[config.mk]
export PLATFORM = sky130hd
export DESIGN_NAME = data_store_buffer
export DESIGN_NICKNAME = d
export VERILOG_FILES = /design/src/rtl/data_store_buffer.sv
export SDC_FILE = /design/constraint.sdc
export NUM_CORES = 1
export LEC_CHECK = 0
export CORE_ASPECT_RATIO = 1.25
export CORE_UTILIZATION = 49
export DETAILED_ROUTE_END_ITERATION = 6
export GPL_ROUTABILITY_DRIVEN = 0
export PLACE_DENSITY = 0.77
export SLEW_MARGIN = 20
export SYNTH_ARGS = -nofsm -noshare
export SYNTH_HDL_FRONTEND = slang
export SYNTH_SLANG_ARGS = --single-unit
[constraint.sdc]
create_clock -name clock -period 6.5 [get_ports clock]
set_input_delay 0.65 -clock clock [delete_from_list [all_inputs] [get_ports clock]]
set_output_delay 0.65 -clock clock [all_outputs]
set_load 0.01 [all_outputs]
[src/rtl/data_store_buffer.sv]
// Store buffer between the EX/MEM pipeline register and data memory: queues stores,
// retires them on free memory-port cycles, forwards exact-address loads, stalls partial overlaps.
module data_store_buffer #(
  parameter int DEPTH      = 4,
  parameter int ADDR_WIDTH = 8,
  parameter int DATA_WIDTH = 64
) (
  input  logic                  clock,
  input  logic                  reset,
  input  logic                  MemRead,
  input  logic                  MemWrite,
  input  logic [ADDR_WIDTH-1:0] Address,
  input  logic [DATA_WIDTH-1:0] WriteData,
  output logic [DATA_WIDTH-1:0] ReadData,
  output logic                  Stall,
  output logic                  Empty,
  output logic                  Full,
  output logic [ADDR_WIDTH-1:0] DM_Address,
  output logic [DATA_WIDTH-1:0] DM_WriteData,
  output logic                  DM_MemRead,
  output logic                  DM_MemWrite,
  input  logic [DATA_WIDTH-1:0] DM_ReadData
);

  localparam int PTR_W = $clog2(DEPTH);
  localparam int CNT_W = PTR_W + 1;
  localparam logic [ADDR_WIDTH-1:0] SPAN = ADDR_WIDTH'(DATA_WIDTH / 8);

  logic [ADDR_WIDTH-1:0] entry_addr [DEPTH];
  logic [DATA_WIDTH-1:0] entry_data [DEPTH];
  logic [PTR_W-1:0]      head, tail;
  logic [CNT_W-1:0]      count;

  logic             store_req, drain, hit, exact, fwd;
  logic [PTR_W-1:0] hit_idx;

  // Two byte ranges of SPAN bytes overlap when either modular distance is below SPAN.
  function automatic logic overlaps(input logic [ADDR_WIDTH-1:0] a, input logic [ADDR_WIDTH-1:0] l);
    logic [ADDR_WIDTH-1:0] d_la, d_al;
    d_la = l - a;
    d_al = a - l;
    return (d_la < SPAN) || (d_al < SPAN);
  endfunction

  assign Empty = (count == '0);
  assign Full  = (count == CNT_W'(DEPTH));

  // Scan oldest to youngest so the last match seen is the youngest overlapping entry.
  // NOTE: every always_comb output gets a default first so no latch is inferred.
  always_comb begin
    logic [PTR_W-1:0] idx;
    hit     = 1'b0;
    hit_idx = head;
    idx     = head;
    for (int k = 0; k < DEPTH; k++) begin
      idx = head + PTR_W'(k);
      if ((CNT_W'(k) < count) && overlaps(entry_addr[idx], Address)) begin
        hit     = 1'b1;
        hit_idx = idx;
      end
    end
  end

  // A simultaneous read and write is a load; the store half is dropped.
  assign store_req = MemWrite & ~MemRead;
  assign exact     = hit && (entry_addr[hit_idx] == Address);
  assign fwd       = MemRead & hit & exact;
  assign Stall     = MemRead & hit & ~exact;

  // Gated by reset so pending stores are discarded without touching memory.
  assign drain = ~reset & ~Empty &
                 ((~MemRead & ~MemWrite) | (store_req & Full) | Stall);

  always_comb begin
    ReadData = '0;
    if (fwd)
      ReadData = entry_data[hit_idx];
    else if (MemRead && !hit)
      ReadData = DM_ReadData;
  end

  // A forwarded load needs no memory access, so the read strobe is suppressed too.
  always_comb begin
    DM_Address  = Address;
    DM_MemRead  = MemRead & ~Stall & ~fwd;
    DM_MemWrite = 1'b0;
    if (drain) begin
      DM_Address  = entry_addr[head];
      DM_MemRead  = 1'b0;
      DM_MemWrite = 1'b1;
    end
  end

  assign DM_WriteData = entry_data[head];

  // NOTE: sequential state uses non-blocking assignments so every flop samples pre-edge values.
  always_ff @(posedge clock) begin
    if (reset) begin
      head  <= '0;
      tail  <= '0;
      count <= '0;
    end else begin
      if (store_req) tail <= tail + 1'b1;
      if (drain)     head <= head + 1'b1;
      count <= count + CNT_W'(store_req) - CNT_W'(drain);
    end
  end

  // NOTE: entry storage is not reset; count alone defines which entries are valid.
  always_ff @(posedge clock) begin
    if (store_req && !reset) begin
      entry_addr[tail] <= Address;
      entry_data[tail] <= WriteData;
    end
  end

endmodule

# After elaboration in Yosys (flattened, before gate mapping)
# Memories as Yosys holds them, arrays and structs flattened. A register that Yosys moved wholly into a read port is not among the register bits.
# Cells that the tools add are included.
[totals]
word_cells = 84
reg_bits = 7
ram_bits = 288
out_inout_bits = 141
n_memories = 2
[op_classes]
bitwise_logic = 19
n_eq_ne = 2
n_mux = 18
n_lt_le_gt_ge = 12
addsub = 14
n_reduce_logical = 14
[mem_list]
columns = ["name", "depth", "width", "read_ports", "rd_ports_with_merged_regs", "write_ports", "line_no", "text"]
rows = [
  ["entry_data", 4, 64, 2, 1, 1, "30", "logic [DATA_WIDTH-1:0] entry_data [DEPTH];"],
  ["entry_addr", 4, 8, 5, 1, 1, "29", "logic [ADDR_WIDTH-1:0] entry_addr [DEPTH];"],
]
[op_table]
columns = ["op", "n"]
rows = [
  ["two-way mux 64 bit", 2],
  ["less-than comparator 8 x 4 -> 1 bit, second input constant", 8],
  ["subtractor 8 bit", 8],
  ["two-way mux 2 bit", 7],
  ["bitwise AND 1 bit", 10],
  ["== test 8 bit", 1],
  ["two-way mux 1 bit", 8],
  ["two-way mux 8 bit", 1],
  ["logical AND 1 bit", 7],
  ["NOT 1 bit", 7],
  ["less-than comparator 1 x 3 -> 1 bit, first input constant", 2],
  ["less-than comparator 2 x 3 -> 1 bit, first input constant", 2],
  ["adder 2 x 1 -> 2 bit, second input constant", 2],
  ["adder 2 bit, second input constant", 2],
  ["logical OR 1 bit", 4],
  ["adder 3 x 1 -> 3 bit", 1],
  ["== test 3 bit, second input constant", 1],
  ["logical NOT 3 bit", 1],
  ["subtractor 3 x 1 -> 3 bit", 1],
  ["logical NOT 1 bit", 2],
  ["bitwise OR 1 bit", 2],
]

# Logic depth before layout (Yosys ltp)
# Gate-level depths: netlist (run 1).
# An unclocked memory read counts as a cell.
[logic_depth]
ltp_word = 18
mapped_depth = 31

# Worst setup path before layout (run 1)
# No wires, ideal clock.
[synth_path]
kind = "flip-flop to flip-flop"
from = "register head[0]"
to = "register count[2]"
n_path_buf = 7
synth_period_minus_slack_ps = 6489
setup_time_ps = 125
path_stages_with_launch = 32
path_slack_ps = 11
required_ps = 6375
t_arrival_ps = 6365
cell_sequence = "dfxtp_1 -> buf_6 -> buf_6 -> clkbuf_1 -> clkbuf_1 -> mux2i_1 -> nand2_1 -> nand2_1 -> inv_1 -> ha_1 -> clkbuf_1 -> nand4_1 -> a221oi_1 -> o21a_2 -> a21oi_2 -> nor4_2 -> a32o_2 -> nor3_1 -> o31ai_2 -> buf_6 -> mux2i_1 -> mux2i_1 -> a21oi_2 -> nor4_4 -> a31oi_1 -> buf_6 -> ha_1 -> inv_1 -> ha_1 -> fa_1 -> xor2_1 -> nor2_1"
[synth_via]
elab_chain_cells = 17
word_cells_on_any_way = 36
[synth_rtl]
columns = ["element", "line_no", "text"]
rows = [
  ["start, declared", "31", "logic [PTR_W-1:0] head, tail;"],
  ["start signal, assigned", "104", "if (drain) head <= head + 1'b1;"],
  ["adder 2 x 1 -> 2 bit", "56", "idx = head + PTR_W'(k);"],
  ["memory read (4 x 8 bit)", "--", ""],
  ["subtractor 8 bit, on equally long branches", "40, 41", ""],
  ["less-than comparator 8 x 4 -> 1 bit", "42", "return (d_la < SPAN) || (d_al < SPAN);"],
  ["logical OR 1 bit", "42", ""],
  ["logical AND 1 bit", "57", "if ((CNT_W'(k) < count) && overlaps(entry_addr[idx], Address)) begin"],
  ["two-way mux 2 bit (3 in a row)", "57", ""],
  ["memory read (4 x 8 bit)", "--", ""],
  ["== test 8 bit", "66", "assign exact = hit && (entry_addr[hit_idx] == Address);"],
  ["logical AND 1 bit", "66", ""],
  ["NOT 1 bit", "68", "assign Stall = MemRead & hit & ~exact;"],
  ["bitwise AND 1 bit *", "68", ""],
  ["bitwise OR 1 bit *", "72", "((~MemRead & ~MemWrite) | (store_req & Full) | Stall);"],
  ["bitwise AND 1 bit *", "71", "assign drain = ~reset & ~Empty &"],
  ["subtractor 3 x 1 -> 3 bit *", "105", "count <= count + CNT_W'(store_req) - CNT_W'(drain);"],
  ["end signal, assigned", "105", ""],
  ["end, declared", "32", "logic [CNT_W-1:0] count;"],
]
# Mark *: on every way between the ends. The rest lies on a longest branch, timed or not.
# A chain may end at the register's enable or synchronous reset.

# Final worst setup path (run 1)
[layout_path]
from = "register head[0]"
to = "output port ReadData[48]"
[layout_via]
elab_chain_cells = 14
word_cells_on_any_way = 37
[layout_rtl]
columns = ["element", "line_no", "text"]
rows = [
  ["adder 2 x 1 -> 2 bit", "56", ""],
  ["memory read (4 x 8 bit)", "--", ""],
  ["subtractor 8 bit, on equally long branches", "40, 41", ""],
  ["less-than comparator 8 x 4 -> 1 bit", "42", ""],
  ["logical OR 1 bit", "42", ""],
  ["logical AND 1 bit", "57", ""],
  ["two-way mux 2 bit (3 in a row)", "57", ""],
  ["memory read (4 x 8 bit)", "--", ""],
  ["== test 8 bit", "66", ""],
  ["logical AND 1 bit", "66", ""],
  ["bitwise AND 1 bit", "67", "assign fwd = MemRead & hit & exact;"],
  ["two-way mux 64 bit *", "76", "if (fwd)"],
  ["end, declared", "14", "output logic [DATA_WIDTH-1:0] ReadData,"],
]
# Marks and branches as above.

==> results of run 1 <==
[sequential cells by signal, summed over array words and instances, names as in the netlist, named ones only]
name,count
entry_data,256
entry_addr,32
head,2
count,3
tail,2
[synth_stat cells, types with 8 or more instances]
master / instances
sky130_fd_sc_hd__a21oi_1: 29
sky130_fd_sc_hd__edfxtp_1: 288
sky130_fd_sc_hd__a21o_1: 13
sky130_fd_sc_hd__mux4_2: 82
sky130_fd_sc_hd__mux4_1: 55
sky130_fd_sc_hd__xor2_1: 16
sky130_fd_sc_hd__xnor2_1: 15
sky130_fd_sc_hd__mux2_2: 8
sky130_fd_sc_hd__a31oi_1: 10
sky130_fd_sc_hd__nor2b_1: 10
sky130_fd_sc_hd__nand3_1: 12
sky130_fd_sc_hd__and2_1: 9
sky130_fd_sc_hd__buf_6: 12
sky130_fd_sc_hd__clkbuf_8: 17
sky130_fd_sc_hd__dfxtp_1: 9
sky130_fd_sc_hd__a22o_1: 62
sky130_fd_sc_hd__nand2_1: 46
sky130_fd_sc_hd__nor2_1: 22
sky130_fd_sc_hd__inv_1: 49
sky130_fd_sc_hd__nor3_1: 14
sky130_fd_sc_hd__o21ai_0: 22
sky130_fd_sc_hd__mux2i_1: 47
sky130_fd_sc_hd__clkbuf_1: 23
sky130_fd_sc_hd__ha_1: 58
[where the power goes]
part	switching, uW	internal, uW	leakage (uW)	total (uW)
Sequential	36.3	2140	0.00268	2170
Clock	683	808	0.000397	1490
Combinational	1170	1260	0.00491	2430
Total	1890	4200	0.00798	6090
[cell type report]
| type | count | share of cell area (%) |
|---|---|---|
| antenna | 1 | 0.01101 |
| timing repair buffer | 417 | 17.54 |
| inverter | 50 | 0.8586 |
| multi-input combinational | 674 | 36.56 |
| clock buffer | 35 | 3.104 |
| sequential | 297 | 38.90 |
| tap | 468 | 2.576 |
| clock inverter | 14 | 0.4458 |
[logic make-up after synthesis]
logic type                 Yosys count  synth area share (%)
DFF                                297                 50.66
AOI/OAI and AO/OA                  212                 9.823
muxes                              202                 23.28
and+or+nand+nor                    168                 5.314
buffers and inverters              120                 4.832
adders and majority gates           59                 4.279
xor gates and xnor gates            33                 1.809
[worst max-delay path, stage by stage (launching register included)]
cell,delay (ps)
sky130_fd_sc_hd__dfxtp_4,430
sky130_fd_sc_hd__mux2_4,330
sky130_fd_sc_hd__or2_4,240
sky130_fd_sc_hd__nand2_4,80
sky130_fd_sc_hd__inv_2,50
sky130_fd_sc_hd__ha_4,220
sky130_fd_sc_hd__a21o_1,170
sky130_fd_sc_hd__a21o_1,170
sky130_fd_sc_hd__a221o_1,310
sky130_fd_sc_hd__or3_4,390
sky130_fd_sc_hd__a2111oi_4,400
sky130_fd_sc_hd__a2bb2oi_2,140
sky130_fd_sc_hd__o21ai_4,120
sky130_fd_sc_hd__xnor2_4,160
sky130_fd_sc_hd__buf_12,170
sky130_fd_sc_hd__buf_12,120
sky130_fd_sc_hd__mux2i_4,240
sky130_fd_sc_hd__mux2i_2,140
sky130_fd_sc_hd__xnor2_2,200
sky130_fd_sc_hd__nor4b_2,260
sky130_fd_sc_hd__and4_4,330
sky130_fd_sc_hd__buf_4,140
sky130_fd_sc_hd__buf_12,100
sky130_fd_sc_hd__buf_16,130
sky130_fd_sc_hd__a22o_1,130
sky130_fd_sc_hd__clkdlybuf4s15_2,230
[layer usage]
metal	vias to the layer above	routed length, um	global-route usage [%]
met4	0	1982	12.43
met3	81	3369	4.319
met1	6187	18090	32.82
met2	533	25580	45.15
li1	5274	-	-
met5	-	0	0
[timing repair]
item / CTS / global route
cloned: 4 / 3
endpoints found under the setup margin: 74 / 74
pin swaps: 26 / 24
hold buffers: 0 / 0
buffers inserted: 25 / 27
gates resized for setup: 249 / 151
[path summary, 6_finish.rpt]
kind	end	startpoint	slack, ps	cells past startpoint
worst max-delay path	ReadData[48]	head[0]	-100	25
worst min-delay path	tail[1]	tail[1]	510	2
worst max register to register	count[2]	head[0]	580	27
worst min register to register	tail[1]	tail[1]	510	2
[stage by stage]
step | setup WS (ps) | TNS, ps | instance area, um^2
after floorplan | 10.63 | 0 | 17430
after global placement | 38.96 | 0 | 20890
after detailed placement | 9.977 | 0 | 20890
after CTS | -27.66 | -615.2 | 22330
after global routing | -294.8 | -11400 | 22730
final | -96.55 | -1622 | 22730
==> metrics.json, run 1 <==
{
  "run_status": {"value": "complete, but fails checks"},
  "violations": {"value": "negative setup slack"},
  "synth.yosys.warnings": {"value": 0},
  "layout_common_cells": {"value": "sky130_fd_sc_hd__edfxtp_1 (288), sky130_fd_sc_hd__clkdlybuf4s50_1 (206), sky130_fd_sc_hd__buf_4 (104)"},
  "multiInputGateArea": {"value": 0.008312, "unit": "mm^2"},
  "vdd_drop_max": {"value": 242.2, "unit": "uV"},
  "remaining_drc_errors": {"value": 0},
  "die_y": {"value": 212.8, "unit": "um"},
  "cell_count_final_fillers_out": {"value": 1956},
  "element_type_at_the_critical_path_start": {"value": "register"},
  "area_growth": {"value": 30.46, "unit": "%"},
  "detailedRoute.firstPassIterationCount": {"value": 5},
  "clock_insertion_delay_worst_skew": {"value": 550, "unit": "ps"},
  "detailedPlacementHpwl": {"value": 32530, "unit": "um"},
  "ff_latch_area": {"value": 0.008843, "unit": "mm^2"},
  "cts-htree-levels": {"value": 1},
  "worst_setup_hold_path_clk_slew": {"value": 70, "unit": "ps"},
  "synth.distinct_cells": {"value": 92},
  "slew_headroom": {"value": 35.25, "unit": "%"},
  "cp-end-kind": {"value": "output pin"},
  "core": {"value": 0.03471, "unit": "mm^2"},
  "min_path_type": {"value": "reg2reg"},
  "grt_overflow": {"value": 0},
  "synth_edf_count": {"value": 288},
  "required": {"value": 5850, "unit": "ps"},
  "timing_worst_slew_pin_value": {"value": 971.3, "unit": "ps"},
  "final.period_utilization": {"value": 101.5, "unit": "%"},
  "unrepaired_setup_endpoints_after_global_routing": {"value": "yes"},
  "detail-route-antenna-nets": {"value": 0},
  "timing.final.setup_violations": {"value": 27},
  "routed_via_count": {"value": 12080},
  "ys_seq_area_share": {"value": 50.66, "unit": "%"},
  "floorplan.initialDensity": {"value": 50.21, "unit": "%"},
  "vias_per_cell": {"value": 6.173},
  "final.hold.worst_slack": {"value": 506.1, "unit": "ps"},
  "starting_drt_drc_count": {"value": 1133},
  "period_minus_ws_final": {"value": 6597, "unit": "ps"},
  "cts_tree": {"value": "built"},
  "final_hold_violation_count": {"value": 0},
  "wire_per_inst": {"value": 25.06, "unit": "um"},
  "cts_root_buffer": {"value": "sky130_fd_sc_hd__clkbuf_16"},
  "yosys-top-cells-area": {"value": "sky130_fd_sc_hd__edfxtp_1 (50%), sky130_fd_sc_hd__mux4_2 (11%), sky130_fd_sc_hd__mux4_1 (8.3%), sky130_fd_sc_hd__ha_1 (4.2%), sky130_fd_sc_hd__a22o_1 (3.1%)"},
  "synth-main-ff-cell": {"value": "sky130_fd_sc_hd__edfxtp_1"},
  "synth_top_area_cell": {"value": "sky130_fd_sc_hd__edfxtp_1"},
  "final_core_utilization": {"value": 65.50, "unit": "%"},
  "fmax": {"value": 151.6, "unit": "MHz"},
  "report.power.total": {"value": 6091, "unit": "uW"},
  "grtUsageTotal": {"value": 26.43, "unit": "%"},
  "total_leakage_power": {"value": 0.007983, "unit": "uW"},
  "nets": {"value": 1666},
  "post-place-cells": {"value": 1850},
  "grt_first_pass_wirelength": {"value": 71280, "unit": "um"},
  "synth-seq-cells": {"value": 297},
  "mostFrequentLayoutCell": {"value": "sky130_fd_sc_hd__edfxtp_1"},
  "drive_gt1_share": {"value": 32.08, "unit": "%"},
  "setup.worst_path.class": {"value": "reg2out"},
  "post_synth_instance_area": {"value": 0.01743, "unit": "mm^2"},
  "synthesis.instances": {"value": 1091},
  "dieWidth": {"value": 170.7, "unit": "um"},
  "synthDominantCellAreaShare": {"value": 49.63, "unit": "%"},
  "num_io_pins": {"value": 281},
  "count_of_port_buffers_added_during_placement": {"value": 280},
  "grt_start_max_net_pins": {"value": 66},
  "clock_sink_count": {"value": 297},
  "slew_violations": {"value": 0},
  "cap_viol_max_count": {"value": 0},
  "synth_area_per_cell": {"value": 15.97, "unit": "um^2"},
  "finalWirelength": {"value": 49020, "unit": "um"},
  "synth_nets": {"value": 1290},
  "worst-endpoint-arrival": {"value": 5950, "unit": "ps"},
  "final.setup.worst_slack": {"value": -96.55, "unit": "ps"},
  "die-area": {"value": 0.03633, "unit": "mm^2"},
  "cts.path.max_buffers": {"value": 3},
  "placement_rows": {"value": 76},
  "largest_fanout_on_the_critical_path": {"value": 9},
  "fill_cells": {"value": 2359},
  "power-per-cell-area": {"value": 267.9, "unit": "mW/mm^2"},
  "antenna_found_initial": {"value": 2},
  "first_global_vias": {"value": 12000},
  "clock_skew": {"value": 8.881, "unit": "ps"},
  "postSynth.asyncResetShare": {"value": 0, "unit": "%"},
  "num_cts_buffers": {"value": 27}
}
No activity file was read; power rests on OpenSTA's default activity.
==> run 2, diff against run 1 <==
--- a/config.mk
+++ b/config.mk
@@ -5,11 +5,14 @@
 export SDC_FILE = /design/constraint.sdc
 export NUM_CORES = 1
 export LEC_CHECK = 0
+export CELL_PAD_IN_SITES_DETAIL_PLACEMENT = 1
+export CELL_PAD_IN_SITES_GLOBAL_PLACEMENT = 2
 export CORE_ASPECT_RATIO = 1.25
-export CORE_UTILIZATION = 49
+export CORE_UTILIZATION = 35
 export DETAILED_ROUTE_END_ITERATION = 6
 export GPL_ROUTABILITY_DRIVEN = 0
-export PLACE_DENSITY = 0.77
+export PLACE_DENSITY_LB_ADDON = 0.1
+export RECOVER_POWER = 100
 export SLEW_MARGIN = 20
 export SYNTH_ARGS = -nofsm -noshare
 export SYNTH_HDL_FRONTEND = slang
==> metrics.json, run 2 (same netlist as run 1, synthesis figures left out) <==
{
  "run_status": {"value": "complete, but fails checks"},
  "violations": {"value": "max-capacitance violations, max-slew violations, negative setup slack"},
  "num_cts_buffers": {"value": 30, "change": "+11%"},
  "biggestRegsByFlops": {"value": "entry_data x256, entry_addr x32, count x3"},
  "finalWirelength": {"value": 56460, "unit": "um", "change": "+15%"},
  "report.power.total": {"value": 6345, "unit": "uW", "change": "+4.2%"},
  "unrepaired_setup_endpoints_after_global_routing": {"value": "yes"},
  "crit_top_cell": {"value": "sky130_fd_sc_hd__buf_6"},
  "cts-htree-levels": {"value": 1, "change": "unchanged"},
  "worstPathBufferInverterCount": {"value": 7, "change": "unchanged"},
  "core": {"value": 0.04930, "unit": "mm^2", "change": "+42%"},
  "die-area": {"value": 0.05069, "unit": "mm^2", "change": "+40%"},
  "remaining_drc_errors": {"value": 0, "change": "unchanged"},
  "total_leakage_power": {"value": 0.008330, "unit": "uW", "change": "+4.3%"},
  "detail-route-antenna-nets": {"value": 0, "change": "unchanged"},
  "netSwitchingPower": {"value": 1970, "unit": "uW", "change": "+4.2%"},
  "timing.final.setup_violations": {"value": 44, "change": "+63%"},
  "cp.depth": {"value": 25, "change": "unchanged"},
  "first_global_vias": {"value": 12780, "change": "+6.5%"},
  "power-per-cell-area": {"value": 271.2, "unit": "mW/mm^2", "change": "+1.2%"},
  "final.setup.worst_slack": {"value": -101.6, "unit": "ps", "change": "-5.003 ps"},
  "grt_first_pass_wirelength": {"value": 82750, "unit": "um", "change": "+16%"},
  "r2r_setup_slack": {"value": 180, "unit": "ps", "change": "-400 ps"},
  "worstSetupStartpoint": {"value": "head[0]"},
  "critical_path.reg2reg.endpoint": {"value": "count[2]"},
  "r2r.worst_path.cells": {"value": 30, "change": "+11%"},
  "worst_r2r_startpoint": {"value": "head[0]"},
  "vias_per_cell": {"value": 5.439, "change": "-12%"},
  "final.hold.worst_slack": {"value": 510.3, "unit": "ps", "change": "+4.260 ps"},
  "slowest_stage": {"value": "sky130_fd_sc_hd__a2111oi_4"},
  "starting_drt_drc_count": {"value": 499, "change": "-56%"},
  "worst_setup_hold_path_clk_slew": {"value": 60, "unit": "ps", "change": "about the same"},
  "detailedRoute.firstPassIterationCount": {"value": 4, "change": "-1"},
  "floorplan.initialDensity": {"value": 35.35, "unit": "%", "change": "-15 points"},
  "period_minus_ws_final": {"value": 6602, "unit": "ps", "change": "+5.003 ps"},
  "clock_power_share": {"value": 26.6, "unit": "%", "change": "+2.1 points"},
  "detailedPlacementHpwl": {"value": 39220, "unit": "um", "change": "+21%"},
  "cp-end-kind": {"value": "output pin"},
  "routed_via_count": {"value": 11970, "change": "-0.91%"},
  "fmax": {"value": 151.5, "unit": "MHz", "change": "about the same"},
  "element_type_at_the_critical_path_start": {"value": "register"},
  "nets": {"value": 1722, "change": "+3.4%"},
  "slew_violations": {"value": 248, "change": "+248"},
  "clock_insertion_delay_worst_skew": {"value": 560, "unit": "ps", "change": "about the same"},
  "total_negative_setup_slack": {"value": -1678, "unit": "ps", "change": "-55.97 ps"},
  "largest_reg_flops": {"value": 256, "change": "unchanged"},
  "cts_tree": {"value": "built"},
  "drive_gt1_share": {"value": 33.66, "unit": "%", "change": "+1.6 points"},
  "mostFrequentLayoutCell": {"value": "sky130_fd_sc_hd__edfxtp_1"},
  "intPower": {"value": 4375, "unit": "uW", "change": "+4.2%"},
  "clock_sink_count": {"value": 297, "change": "unchanged"},
  "placement_rows": {"value": 91, "change": "+20%"},
  "dp_worst_setup_slack": {"value": -162.2, "unit": "ps", "change": "-172.2 ps"},
  "count_of_port_buffers_added_during_placement": {"value": 280, "change": "unchanged"},
  "critical_path.max_stage_delay": {"value": 440, "unit": "ps", "change": "about the same"},
  "antenna_found_initial": {"value": 12, "change": "+10"},
  "final_hold_violation_count": {"value": 0, "change": "unchanged"},
  "cell_depth_of_the_worst_min_delay_path": {"value": 2, "change": "unchanged"},
  "grt_overflow": {"value": 0, "change": "unchanged"},
  "required": {"value": 5850, "unit": "ps", "change": "about the same"},
  "layout_common_cells": {"value": "sky130_fd_sc_hd__edfxtp_1 (288), sky130_fd_sc_hd__buf_4 (139), sky130_fd_sc_hd__dlygate4sd3_1 (135)"},
  "setup.worst_path.class": {"value": "reg2out"},
  "cap_viol_max_count": {"value": 5, "change": "+5"},
  "dieWidth": {"value": 201.6, "unit": "um", "change": "+18%"},
  "slew_headroom": {"value": -191.9, "unit": "%", "change": "-230 points"},
  "holdCritStartpoint": {"value": "tail[1]"},
  "cts.path.max_buffers": {"value": 3, "change": "unchanged"},
  "worst-endpoint-arrival": {"value": 5950, "unit": "ps", "change": "about the same"},
  "area_growth": {"value": 34.25, "unit": "%"},
  "num_io_pins": {"value": 281, "change": "unchanged"},
  "critPathTopFamily": {"value": "compound AO/OA/AOI/OAI gates"},
  "top_register": {"value": "entry_data"},
  "largest_fanout_on_the_critical_path": {"value": 6, "change": "-3"},
  "min_path_type": {"value": "reg2reg"},
  "wire_per_inst": {"value": 25.67, "unit": "um", "change": "+2.4%"},
  "timing_worst_slew_pin_value": {"value": 4376, "unit": "ps", "change": "+3405 ps"},
  "vdd_drop_max": {"value": 235.3, "unit": "uV", "change": "-2.8%"},
  "grtUsageTotal": {"value": 21.92, "unit": "%", "change": "-4.5 points"},
  "clock_skew": {"value": 15.30, "unit": "ps", "change": "+6.421 ps"},
  "grt_start_max_net_pins": {"value": 66, "change": "unchanged"},
  "cts_root_buffer": {"value": "sky130_fd_sc_hd__clkbuf_16"},
  "comb_power_share": {"value": 39.1, "unit": "%", "change": "-0.8 points"},
  "sequentialPowerShare": {"value": 34.3, "unit": "%", "change": "-1.4 points"},
  "die_y": {"value": 251.5, "unit": "um", "change": "+18%"},
  "sw_frac_of_total": {"value": 31.04, "unit": "%", "change": "about the same"},
  "final.period_utilization": {"value": 101.6, "unit": "%", "change": "about the same"},
  "timing.hold.worst_endpoint": {"value": "tail[1]"}
}
==> run 2: cell types whose count changed in the layout (fill, tap and decap cells not counted), moves of 6 or more <==
cell                              delta
sky130_fd_sc_hd__clkdlybuf4s15_2    -19
sky130_fd_sc_hd__buf_4              +35
sky130_fd_sc_hd__dlygate4sd3_1     +135
sky130_fd_sc_hd__clkbuf_2            -8
sky130_fd_sc_hd__mux2i_1             +6
sky130_fd_sc_hd__clkdlybuf4s50_1   -135
sky130_fd_sc_hd__clkbuf_1            +7
sky130_fd_sc_hd__and2_4              -6
sky130_fd_sc_hd__buf_2              +38
==> run 2: stage by stage <==
stage	area [um^2]	utilization, %	std cells
2_1_floorplan	17430	-	1091
3_3_place_gp	21570	43.75	2087
3_5_place_dp	21570	43.75	2087
4_1_cts	23170	47.01	2182
5_1_grt	23390	47.44	2197
6_report	23390	47.45	2200
==> run 2: how the worst max path moves through the flow <==
stage                    endpoint  slack [ps]
finish              DM_Address[0]        -100
global route        DM_Address[0]        -320
CTS                 DM_Address[0]        -170
detailed placement    ReadData[2]        -160
global placement      ReadData[2]        -100
floorplan                count[2]          10
==> run 2: worst min-delay path: cells and delay by family, from the launching register on <==
family          cells  cell delay [ps]
flops               1              350
compound gates      1               50
simple gates        1               70
==> run 2: metal layers <==
metal	global-route usage (%)	share of wire [%]	vias to the layer above
met2	39.53	53	266
met3	4.069	4.5	100
met4	8.442	3.9	12
li1	-	-	5390
met1	25.72	39	6197
met5	0	0.14	-
==> run 2: repair_timing <==
item,4_1_cts,5_1_grt
cloned,8,0
buffers inserted,33,14
endpoints found under the setup margin,76,76
pin swaps,37,32
hold buffers,0,0
resized for setup,402,34
==> run 2: area by class of cell <==
cell class	count	area [um^2]
Fill cell	4888	25910
Sequential cell	297	8837
Multi-Input combinational cell	674	8298
Timing Repair Buffer	470	4292
Tap cell	651	814.5
Clock buffer	38	802.0
Inverter	50	191.4
Clock inverter	16	148.9
Antenna cell	4	10.01
==> run 2: power groups by stage <==
stage                     Combinational (uW)  Sequential, uW  Clock (uW)
after floorplan                         1440            2190           0
after global placement                  2370            2220           0
after detailed placement                2370            2220           0
after CTS                               2480            2180        1720
after global routing                    2640            2180        1770
final                                   2480            2180        1690
==> run 3, diff against run 2 <==
==> constraint.sdc (replaced) <==
create_clock -name clock -period 5.4 [get_ports clock]
set_input_delay 0.54 -clock clock [delete_from_list [all_inputs] [get_ports clock]]
set_output_delay 0.54 -clock clock [all_outputs]
set_load 0.01 [all_outputs]
==> metrics.json, run 3 (same netlist as run 1, synthesis figures left out) <==
{
  "run_status": {"value": "complete, but fails checks"},
  "violations": {"value": "max-capacitance violations, max-slew violations, negative setup slack"},
  "clock_power_share": {"value": 23.7, "unit": "%", "change": "-2.9 points"},
  "placement_rows": {"value": 91, "change": "unchanged"},
  "cp-end-kind": {"value": "output pin"},
  "r2r.worst_path.cells": {"value": 31, "change": "+3.3%"},
  "timing_worst_slew_pin_value": {"value": 3655, "unit": "ps", "change": "-721.2 ps"},
  "grt_overflow": {"value": 0, "change": "unchanged"},
  "r2r_setup_slack": {"value": -840, "unit": "ps", "change": "-1020 ps"},
  "die-area": {"value": 0.05069, "unit": "mm^2", "change": "unchanged"},
  "starting_drt_drc_count": {"value": 534, "change": "+7.0%"},
  "dieWidth": {"value": 201.6, "unit": "um", "change": "unchanged"},
  "cts_tree": {"value": "built"},
  "detailedRoute.firstPassIterationCount": {"value": 5, "change": "+1"},
  "comb_power_share": {"value": 43.0, "unit": "%", "change": "+3.9 points"},
  "critical_path.max_stage_delay": {"value": 410, "unit": "ps", "change": "-30 ps"},
  "layout_common_cells": {"value": "sky130_fd_sc_hd__edfxtp_1 (288), sky130_fd_sc_hd__buf_4 (228), sky130_fd_sc_hd__dlygate4sd3_1 (133)"},
  "setup.worst_path.class": {"value": "reg2out"},
  "sequentialPowerShare": {"value": 33.2, "unit": "%", "change": "-1.1 points"},
  "worstPathBufferInverterCount": {"value": 13, "change": "+6"},
  "clock_insertion_delay_worst_skew": {"value": 560, "unit": "ps", "change": "about the same"},
  "detail-route-antenna-nets": {"value": 0, "change": "unchanged"},
  "total_leakage_power": {"value": 0.008963, "unit": "uW", "change": "+7.6%"},
  "grtUsageTotal": {"value": 23.08, "unit": "%", "change": "+1.2 points"},
  "vdd_drop_max": {"value": 235.9, "unit": "uV", "change": "+0.28%"},
  "worstSetupStartpoint": {"value": "head[0]"},
  "global_route.usage.met2": {"value": 43.14, "unit": "%", "change": "+3.6 points"},
  "power-per-cell-area": {"value": 319.4, "unit": "mW/mm^2", "change": "+18%"},
  "mostFrequentLayoutCell": {"value": "sky130_fd_sc_hd__edfxtp_1"},
  "area_growth": {"value": 41.06, "unit": "%"},
  "largest_fanout_on_the_critical_path": {"value": 6, "change": "unchanged"},
  "core": {"value": 0.04930, "unit": "mm^2", "change": "unchanged"},
  "final.hold.worst_slack": {"value": 513.3, "unit": "ps", "change": "+2.996 ps"},
  "unrepaired_setup_endpoints_after_global_routing": {"value": "yes"},
  "holdCritStartpoint": {"value": "tail[1]"},
  "crit_end": {"value": "ReadData[58]"},
  "netSwitchingPower": {"value": 2477, "unit": "uW", "change": "+26%"},
  "antenna_found_initial": {"value": 15, "change": "+3"},
  "slew_headroom": {"value": -143.7, "unit": "%", "change": "+48 points"},
  "timing.final.setup_violations": {"value": 79, "change": "+80%"},
  "vias_per_cell": {"value": 5.415, "change": "-0.44%"},
  "cts.path.max_buffers": {"value": 3, "change": "unchanged"},
  "drive_gt1_share": {"value": 39.05, "unit": "%", "change": "+5.4 points"},
  "detailedPlacementHpwl": {"value": 41350, "unit": "um", "change": "+5.4%"},
  "met3_grt_util": {"value": 4.133, "unit": "%", "change": "+0.065 points"},
  "period_minus_ws_final": {"value": 6566, "unit": "ps"},
  "critical_path.reg2reg.endpoint": {"value": "count[1]"},
  "required": {"value": 4860, "unit": "ps", "change": "-990 ps"},
  "cts-htree-levels": {"value": 1, "change": "unchanged"},
  "routed_via_count": {"value": 12540, "change": "+4.8%"},
  "cts_root_buffer": {"value": "sky130_fd_sc_hd__clkbuf_16"},
  "worst_r2r_startpoint": {"value": "head[0]"},
  "critPathTopFamily": {"value": "buffers and inverters"},
  "crit_top_cell": {"value": "sky130_fd_sc_hd__buf_6"},
  "final.period_utilization": {"value": 121.6, "unit": "%"},
  "fill_cells": {"value": 4924, "change": "+0.74%"},
  "routing_layer_with_the_top_usage_in_global_route": {"value": "met2"},
  "fmax": {"value": 152.3, "unit": "MHz"},
  "cap_viol_max_count": {"value": 6, "change": "+1"},
  "element_type_at_the_critical_path_start": {"value": "register"},
  "die_y": {"value": 251.5, "unit": "um", "change": "unchanged"},
  "remaining_drc_errors": {"value": 0, "change": "unchanged"},
  "intPower": {"value": 5373, "unit": "uW", "change": "+23%"},
  "num_io_pins": {"value": 281, "change": "unchanged"},
  "num_cts_buffers": {"value": 29, "change": "-3.3%"},
  "finalWirelength": {"value": 59380, "unit": "um", "change": "+5.2%"},
  "slowest_stage": {"value": "sky130_fd_sc_hd__dfxtp_4"},
  "sw_frac_of_total": {"value": 31.56, "unit": "%", "change": "+0.51 points"},
  "worst_setup_hold_path_clk_slew": {"value": 60, "unit": "ps", "change": "about the same"},
  "final_hold_violation_count": {"value": 0, "change": "unchanged"},
  "floorplan.initialDensity": {"value": 35.35, "unit": "%", "change": "unchanged"},
  "clock_sink_count": {"value": 297, "change": "unchanged"},
  "global_route.usage.met1": {"value": 26.59, "unit": "%", "change": "+0.88 points"},
  "first_global_vias": {"value": 13350, "change": "+4.5%"},
  "final.setup.worst_slack": {"value": -1166, "unit": "ps", "change": "-1064 ps"},
  "grt_start_max_net_pins": {"value": 43, "change": "-35%"},
  "worst-endpoint-arrival": {"value": 6030, "unit": "ps", "change": "+80 ps"},
  "biggestRegsByFlops": {"value": "entry_data x256, entry_addr x32, count x3"},
  "slew_violations": {"value": 203, "change": "-18%"},
  "clock_skew": {"value": 7.805, "unit": "ps", "change": "-7.497 ps"},
  "report.power.total": {"value": 7850, "unit": "uW", "change": "+24%"},
  "grt_first_pass_wirelength": {"value": 86580, "unit": "um", "change": "+4.6%"},
  "cp.depth": {"value": 30, "change": "+20%"},
  "min_path_type": {"value": "reg2reg"},
  "wire_per_inst": {"value": 25.64, "unit": "um", "change": "-0.11%"},
  "largest_reg_flops": {"value": 256, "change": "unchanged"},
  "count_of_port_buffers_added_during_placement": {"value": 280, "change": "unchanged"},
  "dp_worst_setup_slack": {"value": -1182, "unit": "ps", "change": "-1019 ps"},
  "nets": {"value": 1841, "change": "+6.9%"},
  "top_register": {"value": "entry_data"}
}
## run 3: cell types whose count changed in the layout (fill, tap and decap cells not counted), moves of 4 or more
cell	delta
sky130_fd_sc_hd__buf_12	+4
sky130_fd_sc_hd__buf_4	+89
sky130_fd_sc_hd__clkdlybuf4s15_2	-6
sky130_fd_sc_hd__buf_16	+4
sky130_fd_sc_hd__buf_6	+15
sky130_fd_sc_hd__mux2i_1	-5
sky130_fd_sc_hd__mux2i_4	+5
sky130_fd_sc_hd__buf_8	+6
## run 3: worst min-delay path by stage
| stage | end | cells after the start |
|---|---|---|
| floorplan | tail[1] | 2 |
| detailed placement | tail[1] | 2 |
| global route | tail[1] | 2 |
| CTS | tail[1] | 2 |
| finish | tail[1] | 2 |
| global placement | tail[1] | 2 |
## run 3: layout make-up
cell class	count	area [um^2]	share of cell area, %
sequential	297	8840	35.96
multi-input combinational	674	8516	34.64
timing repair buffer	590	5361	21.81
tap	651	814.5	3.314
clock buffer	33	740.7	3.013
inverter	50	187.7	0.7636
clock inverter	18	112.6	0.4581
antenna	3	7.507	0.03054
## run 3: stage by stage
stage / setup TNS [ps] / instances / utilization [%] / instance area, um^2
floorplan: -3770 / 1091 / - / 17600
global placement: -77880 / 2185 / 45.56 / 22460
detailed placement: -85330 / 2185 / 45.56 / 22460
CTS: -85170 / 2296 / 49.18 / 24250
global route: -98720 / 2314 / 49.85 / 24570
finish: -81960 / 2316 / 49.86 / 24580
## run 3: power by group through the flow
stage	Sequential (uW)	Clock, uW	Combinational, uW
global placement	2650	0	3050
CTS	2610	1900	3310
detailed placement	2660	0	3060
global route	2610	1980	3600
floorplan	2640	0	1790
finish	2610	1860	3380
## run 3: worst register-to-register path, delay by kind of cell (launching register included)
kind | cells | cell delay, ps
adders and majority gates | 4 | 1220
AOI/OAI and AO/OA | 8 | 1630
DFF | 1 | 410
and+or+nand+nor | 5 | 840
buffers and inverters | 11 | 1290
muxes | 3 | 780
## run 3: layer usage
metal	vias to the layer above	part of all wire, %
met2	266	53
met4	14	3.5
met5	-	0.14
met3	98	4.5
li1	5631	-
met1	6531	38
## run 3: repair_timing
| action | in CTS | in global routing |
|---|---|---|
| setup buffers | 48 | 21 |
| cloned | 12 | 1 |
| pin swaps | 52 | 53 |
| setup endpoints to repair | 82 | 82 |
| hold buffers | 0 | 0 |
| endpoints found under the hold margin | 0 | 0 |
| gates resized for setup | 430 | 61 |
